--- config.mk ---
export PLATFORM = sky130hd
export DESIGN_NAME = ball_engine
export DESIGN_NICKNAME = d
export VERILOG_FILES = /design/src/rtl/ball_engine_pkg.sv /design/src/rtl/ball_engine_tick_gen.sv /design/src/rtl/ball_engine.sv
export SDC_FILE = /design/constraint.sdc
export NUM_CORES = 1
export LEC_CHECK = 0
export CORE_MARGIN = 2
export CORE_UTILIZATION = 50
export CTS_CLUSTER_DIAMETER = 200
export CTS_CLUSTER_SIZE = 28
export DETAILED_ROUTE_END_ITERATION = 16
export PLACE_DENSITY = 0.74
export SETUP_SLACK_MARGIN = 0.5
export SYNTH_ARGS = -nofsm -noshare
export SYNTH_HDL_FRONTEND = slang
export SYNTH_HIERARCHICAL = 1
export SYNTH_SLANG_ARGS = --single-unit
--- constraint.sdc ---
create_clock -name clock -period 7.3 [get_ports clock]
set_clock_uncertainty 0.15 [all_clocks]
set_input_delay 0.73 -clock clock [delete_from_list [all_inputs] [get_ports clock]]
set_output_delay 0.73 -clock clock [all_outputs]
set_load 0.05 [all_outputs]
--- src/rtl/ball_engine_pkg.sv ---
// Playfield geometry, ball state encoding and small helpers shared by the ball
// engine and the drawing logic. Pure declarations: no latency, no flow control.
package ball_engine_pkg;

   localparam logic [11:0] BORDER_LEFT   = 12'd160;
   localparam logic [11:0] BORDER_RIGHT  = 12'd1120;
   localparam logic [11:0] BORDER_TOP    = 12'd128;
   localparam logic [11:0] BORDER_BOTTOM = 12'd896;

   localparam logic [11:0] PADDLE1_X = 12'd225;
   localparam logic [11:0] PADDLE2_X = 12'd1030;
   localparam logic [11:0] PADDLE_W  = 12'd25;
   localparam logic [11:0] PADDLE_H  = 12'd125;

   localparam logic [11:0] BALL_R   = 12'd15;
   localparam logic [11:0] CENTRE_X = 12'd640;
   localparam logic [11:0] CENTRE_Y = 12'd512;

   typedef enum logic [1:0] {
      IDLE      = 2'd0,
      PLAY      = 2'd1,
      POINT     = 2'd2,
      GAME_OVER = 2'd3
   } state_t;

   function automatic logic [3:0] sat_inc(input logic [3:0] v, input logic [3:0] lim);
      return (v >= lim) ? lim : v + 4'd1;
   endfunction

endpackage

--- src/rtl/ball_engine_tick_gen.sv ---
// Free-running step divider: tick is high for one cycle every TICK_DIV clocks.
// Latency: tick decodes the registered counter combinationally; never stalls.
module tick_gen #(
   parameter int unsigned TICK_DIV = 1048576,
   parameter int unsigned CNT_W    = (TICK_DIV > 1) ? $clog2(TICK_DIV) : 1
) (
   input  logic             clock,
   input  logic             reset_n,
   output logic             tick,
   output logic [CNT_W-1:0] count
);

   localparam logic [CNT_W-1:0] LAST = CNT_W'(TICK_DIV - 1);

   assign tick = (count == LAST);

   always_ff @(posedge clock or negedge reset_n) begin
      if (!reset_n) begin
         count <= '0;
      end else if (tick) begin
         count <= '0;
      end else begin
         count <= count + CNT_W'(1);
      end
   end

endmodule

--- src/rtl/ball_engine.sv ---
// Pong ball physics, paddle collisions and scoring, advanced once per game step.
// Latency: ball and scores update the cycle after a tick (serve: next cycle); no backpressure.
module ball_engine
   import ball_engine_pkg::*;
#(
   parameter int unsigned TICK_DIV    = 1048576,
   parameter int unsigned SPEED       = 4,
   parameter int unsigned WIN_SCORE   = 9,
   parameter int unsigned POINT_TICKS = 64
) (
   input  logic        clock,
   input  logic        reset_n,
   input  logic [10:0] P1y,
   input  logic [10:0] P2y,
   input  logic        serve,
   output logic [10:0] XDotPosition,
   output logic [10:0] YDotPosition,
   output logic [3:0]  score1,
   output logic [3:0]  score2,
   output logic        game_over
);

   localparam int unsigned CNT_W = (TICK_DIV > 1) ? $clog2(TICK_DIV) : 1;
   localparam int unsigned PT_W  = (POINT_TICKS > 1) ? $clog2(POINT_TICKS) : 1;

   localparam logic [11:0]     SPD     = 12'(SPEED);
   localparam logic [3:0]      WIN     = 4'(WIN_SCORE);
   localparam logic [PT_W-1:0] PT_LAST = PT_W'(POINT_TICKS - 1);

   // Paddle faces the ball strikes, and the resting centre after a return.
   localparam logic [11:0] P1_FACE = PADDLE1_X + PADDLE_W;
   localparam logic [11:0] P2_FACE = PADDLE2_X;
   localparam logic [11:0] TOP_Y   = BORDER_TOP + BALL_R;
   localparam logic [11:0] BOT_Y   = BORDER_BOTTOM - BALL_R;

   logic             tick;
   logic [CNT_W-1:0] step_cnt;
   logic             unused_step_cnt;

   tick_gen #(
      .TICK_DIV(TICK_DIV),
      .CNT_W   (CNT_W)
   ) u_tick_gen (
      .clock  (clock),
      .reset_n(reset_n),
      .tick   (tick),
      .count  (step_cnt)
   );

   assign unused_step_cnt = ^step_cnt;

   state_t          state_q;
   logic [10:0]     x_q;
   logic [10:0]     y_q;
   logic            dx_neg;
   logic            dy_neg;
   logic [PT_W-1:0] pt_cnt;

   logic [11:0] x12, y12, p1y12, p2y12;
   logic        p1_hit, p2_hit, miss_l, miss_r, bot_hit, top_hit;
   logic [10:0] x_nxt, y_nxt;

   assign x12   = {1'b0, x_q};
   assign y12   = {1'b0, y_q};
   assign p1y12 = {1'b0, P1y};
   assign p2y12 = {1'b0, P2y};

   // Everything is widened to 12 bits so the left/top subtractions never wrap.
   assign p1_hit = dx_neg && (x12 - BALL_R >= P1_FACE) && (x12 - BALL_R - SPD <= P1_FACE)
                   && (y12 >= p1y12) && (y12 <= p1y12 + PADDLE_H);
   assign p2_hit = !dx_neg && (x12 + BALL_R <= P2_FACE) && (x12 + BALL_R + SPD >= P2_FACE)
                   && (y12 >= p2y12) && (y12 <= p2y12 + PADDLE_H);
   assign miss_l = dx_neg && !p1_hit && (x12 - BALL_R - SPD <= BORDER_LEFT);
   assign miss_r = !dx_neg && !p2_hit && (x12 + BALL_R + SPD >= BORDER_RIGHT);

   assign bot_hit = !dy_neg && (y12 + SPD + BALL_R >= BORDER_BOTTOM);
   assign top_hit = dy_neg && (y12 - SPD <= TOP_Y);

   assign x_nxt = p1_hit ? 11'(P1_FACE + BALL_R) :
                  p2_hit ? 11'(P2_FACE - BALL_R) :
                  dx_neg ? 11'(x12 - SPD) : 11'(x12 + SPD);
   assign y_nxt = bot_hit ? 11'(BOT_Y) :
                  top_hit ? 11'(TOP_Y) :
                  dy_neg  ? 11'(y12 - SPD) : 11'(y12 + SPD);

   always_ff @(posedge clock or negedge reset_n) begin
      if (!reset_n) begin
         state_q   <= IDLE;
         x_q       <= 11'(CENTRE_X);
         y_q       <= 11'(CENTRE_Y);
         dx_neg    <= 1'b0;
         dy_neg    <= 1'b0;
         score1    <= 4'd0;
         score2    <= 4'd0;
         game_over <= 1'b0;
         pt_cnt    <= '0;
      end else begin
         case (state_q)
            IDLE: begin
               if (serve) begin
                  state_q <= PLAY;
                  dx_neg  <= 1'b0;
                  dy_neg  <= 1'b0;
               end
            end
            PLAY: begin
               if (tick) begin
                  if (miss_l || miss_r) begin
                     x_q     <= 11'(CENTRE_X);
                     y_q     <= 11'(CENTRE_Y);
                     pt_cnt  <= '0;
                     state_q <= POINT;
                     if (miss_l) score2 <= sat_inc(score2, WIN);
                     else        score1 <= sat_inc(score1, WIN);
                  end else begin
                     x_q    <= x_nxt;
                     y_q    <= y_nxt;
                     dx_neg <= p1_hit ? 1'b0 : (p2_hit ? 1'b1 : dx_neg);
                     dy_neg <= bot_hit ? 1'b1 : (top_hit ? 1'b0 : dy_neg);
                  end
               end
            end
            POINT: begin
               // dx is left as it was at the miss, so the restart heads at the loser.
               if (tick) begin
                  if (pt_cnt == PT_LAST) begin
                     pt_cnt <= '0;
                     dy_neg <= 1'b0;
                     if (score1 == WIN || score2 == WIN) begin
                        state_q   <= GAME_OVER;
                        game_over <= 1'b1;
                     end else begin
                        state_q <= PLAY;
                     end
                  end else begin
                     pt_cnt <= pt_cnt + PT_W'(1);
                  end
               end
            end
            GAME_OVER: begin
               if (serve) begin
                  score1    <= 4'd0;
                  score2    <= 4'd0;
                  dx_neg    <= 1'b0;
                  dy_neg    <= 1'b0;
                  game_over <= 1'b0;
                  state_q   <= PLAY;
               end
            end
            default: state_q <= IDLE;
         endcase
      end
   end

   assign XDotPosition = x_q;
   assign YDotPosition = y_q;

endmodule

==> run metrics <==
Initial Util=51.4%; Least-Margin Pin Slew=1.08 ns; Final Max Slew Viols=0; worst skew pair latency=0.33 ns; sequential element share of the synthesized area=22.4%; area grow syn2layout=12.2%; syn_nets=946; DRC=0; Hold Path Class=flop to flop; vias in the first global route=5691; CTS Buffer Depth=2; Final min period=5.13 ns; internal power=790 uW; total gr overflow=0; status=complete, no violations; total power=1.26 mW; f_max=0.195 GHz; final hold vios=0; Worst EP arrival=5.24 ns; first-pass GRT wire length=27.0 mm; Maximum Capacitance Violations=0; Syn. warnings=6; Die Y=121 um; Critical Path Start Type=input port; CTS resizes=0; final wirelength=16.3 mm; Synth Cell Area=0.00684 mm2; CTS Root Cell=clkbuf_16; WL per Instance=15.5 um; vias per std cell=5.99; crit path buf inv count=3; clock share of power=31.0%; CP Cell Sequence=clkdlybuf4s50_1 > ha_1 > or3_1 > nor3_1 > nand2_1 > nand4_1 > xnor2_1 > ha_1 > inv_1 > o22ai_1 > nor4_1 > o31ai_1 > or3_1 > or3_1 > a2bb2oi_2 > buf_4 > and2_1 > a32o_1; GRT Total Usage=22.3%; drt first pass iters=5; Filler Cell Count=1234; FP Rows=42; pre-CTS setup slack=1.80 ns; IO buf count=55; # diodes=0; fraction of registers with async set or reset after synthesis=100%; setup bufs post-CTS=0; cells after synthesis=842; worst setup margin=2.17 ns; 1st-iter DRT viols=440; largest net degree at the start of global routing=62; initial antenna violation count=0; final setup violation count=0; CORE AREA=0.0133 mm2; CTS tree=built; RSZ-0062 raised after global routing=no; max incr delay on CP=0.63 ns; slowest CP cell=a2bb2oi_2; H-tree levels=3; RePlAce Congestion=0.889; combinational fraction of design power=38.1%; FF+latch count, synth=61; crit share post-route=70.3%; CP Max Fanout=19; Die ar.=0.0146 mm2; commonest non-fill, non-tap cell in the layout=nand2_1; # IOs=56; Detailed Place HPWL=11.4 mm; Switch Pwr=473 uW; Static Leakage=3.49 nW; Setup TNS=0 ns; family with the most delay on the worst path=simple AND/OR/NAND/NOR gates; switch share=37.5%; top_reg_cell synth=dfrtp_1; Horiz. Die Dim=121 um; synth unique cells=86; CTS Hold Buffers Added=0; total number of vias=6279; Avg Synthesized Cell Area=8.12 um2; worst vdd ir=124 uV; nature of the critical path endpoint=flop; relative slew slack=27.5%; CP most frequent cell=or3_1; Seq pwr share=30.9%; WP data required=7.41 ns; TritonCTS buffer count=9; commonest non-fill, non-tap cells in the layout=nand2_1, ha_1, dfrtp_1; area of placed instances=0.00740 mm2; post-route cell area=0.00767 mm2; nets=972; post-route ant nets=0; number of flops mapped to enable cells by yosys=0; clock-pin slew on the worst setup and hold paths=0.05 ns; hold_ws=0.315 ns; fraction of layout cells with a size suffix above 1=7.10%; clock sink total=61; critical path class=input port to flop; PD cells=165 mW/mm2
## through the flow
| stage | instances | utilization, % |
|---|---|---|
| global route | 1049 | 57.7 |
| finish | 1049 | 57.7 |
| detailed placement | 1033 | 55.6 |
| global placement | 1033 | 55.6 |
| floorplan | 842 | - |
| CTS | 1049 | 57.7 |
## power by group through the flow
| stage | logic, mW | clock network [mW] | registers, mW |
|---|---|---|---|
| 3_3_place_gp | 0.468 | 0 | 0.395 |
| 2_1_floorplan | 0.312 | 0 | 0.432 |
| 5_1_grt | 0.537 | 0.415 | 0.394 |
| 4_1_cts | 0.479 | 0.399 | 0.390 |
| 3_5_place_dp | 0.474 | 0 | 0.396 |
| 6_report | 0.481 | 0.392 | 0.390 |
## routing by layer
layer | part of all wire, % | track usage, % | vias up | routed length, um
li1 | - | - | 3136 | -
met1 | 47 | 30.3 | 2958 | 7680
met2 | 47 | 36.3 | 165 | 7570
met3 | 4.9 | 4.46 | 20 | 803
met4 | 1.3 | 5.89 | 0 | 211
met5 | 0 | 0 | - | 0
## synthesized netlist by cell type (all sizes together), types with 8 or more instances
| master | count | area share (%) |
|---|---|---|
| nand2 | 82 | 4.5 |
| ha | 78 | 14 |
| dfrtp | 58 | 21 |
| inv | 57 | 3.1 |
| a21oi | 56 | 4.3 |
| nor2 | 53 | 3.2 |
| o21ai | 44 | 3.2 |
| xnor2 | 43 | 5.5 |
| nand3 | 31 | 2.4 |
| clkbuf | 25 | 1.4 |
| nor3 | 20 | 1.6 |
| nand4 | 19 | 1.8 |
| buf | 18 | 1.9 |
| xor2 | 18 | 2.4 |
| a31oi | 15 | 1.4 |
| and3 | 14 | 1.4 |
| nor4 | 14 | 1.8 |
| a21o | 13 | 1.4 |
| and2 | 12 | 1.1 |
| nor2b | 12 | 1.1 |
| nand4b | 9 | 1.2 |
| o22ai | 8 | 0.73 |
| or3 | 8 | 0.81 |
## cell families after synthesis
kind of cell / share of synthesized area, %
buf+inv: 6.53
mux: 1.43
compound gates: 22.8
fa+ha+maj: 14.6
simple gates: 24.4
xor+xnor: 7.93
flops: 22.4
## state kept, by name, indices dropped and copies added, names as in the netlist
name / count
u_tick_gen/count: 20
XDotPosition: 11
YDotPosition: 11
pt_cnt: 6
score1: 4
score2: 4
state_q: 2
dx_neg: 1
dy_neg: 1
game_over: 1
## final cells by class
| type | count | area, um2 | area share, % |
|---|---|---|---|
| Inverter | 59 | 221 | 2.89 |
| Clock buffer | 14 | 264 | 3.44 |
| Timing Repair Buffer | 58 | 568 | 7.40 |
| Clock inverter | 2 | 10.0 | 0.130 |
| Multi-Input combinational cell | 679 | 4860 | 63.3 |
| Sequential cell | 61 | 1530 | 19.9 |
| Tap cell | 176 | 220 | 2.87 |
## final timing paths
check,start,to,slack (ns),cells past startpoint
hold reg to reg,u_tick_gen/count[0],u_tick_gen/count[0],0.32,1
hold / removal,u_tick_gen/count[0],u_tick_gen/count[0],0.32,1
setup / recovery,P2y[0],YDotPosition[7],2.17,18
max in group asynchronous,reset_n,XDotPosition[4],6.08,2
min in group asynchronous,reset_n,score1[1],0.41,2
setup reg to reg,XDotPosition[0],YDotPosition[7],2.31,14
No activity file was read; power rests on OpenSTA's default activity.
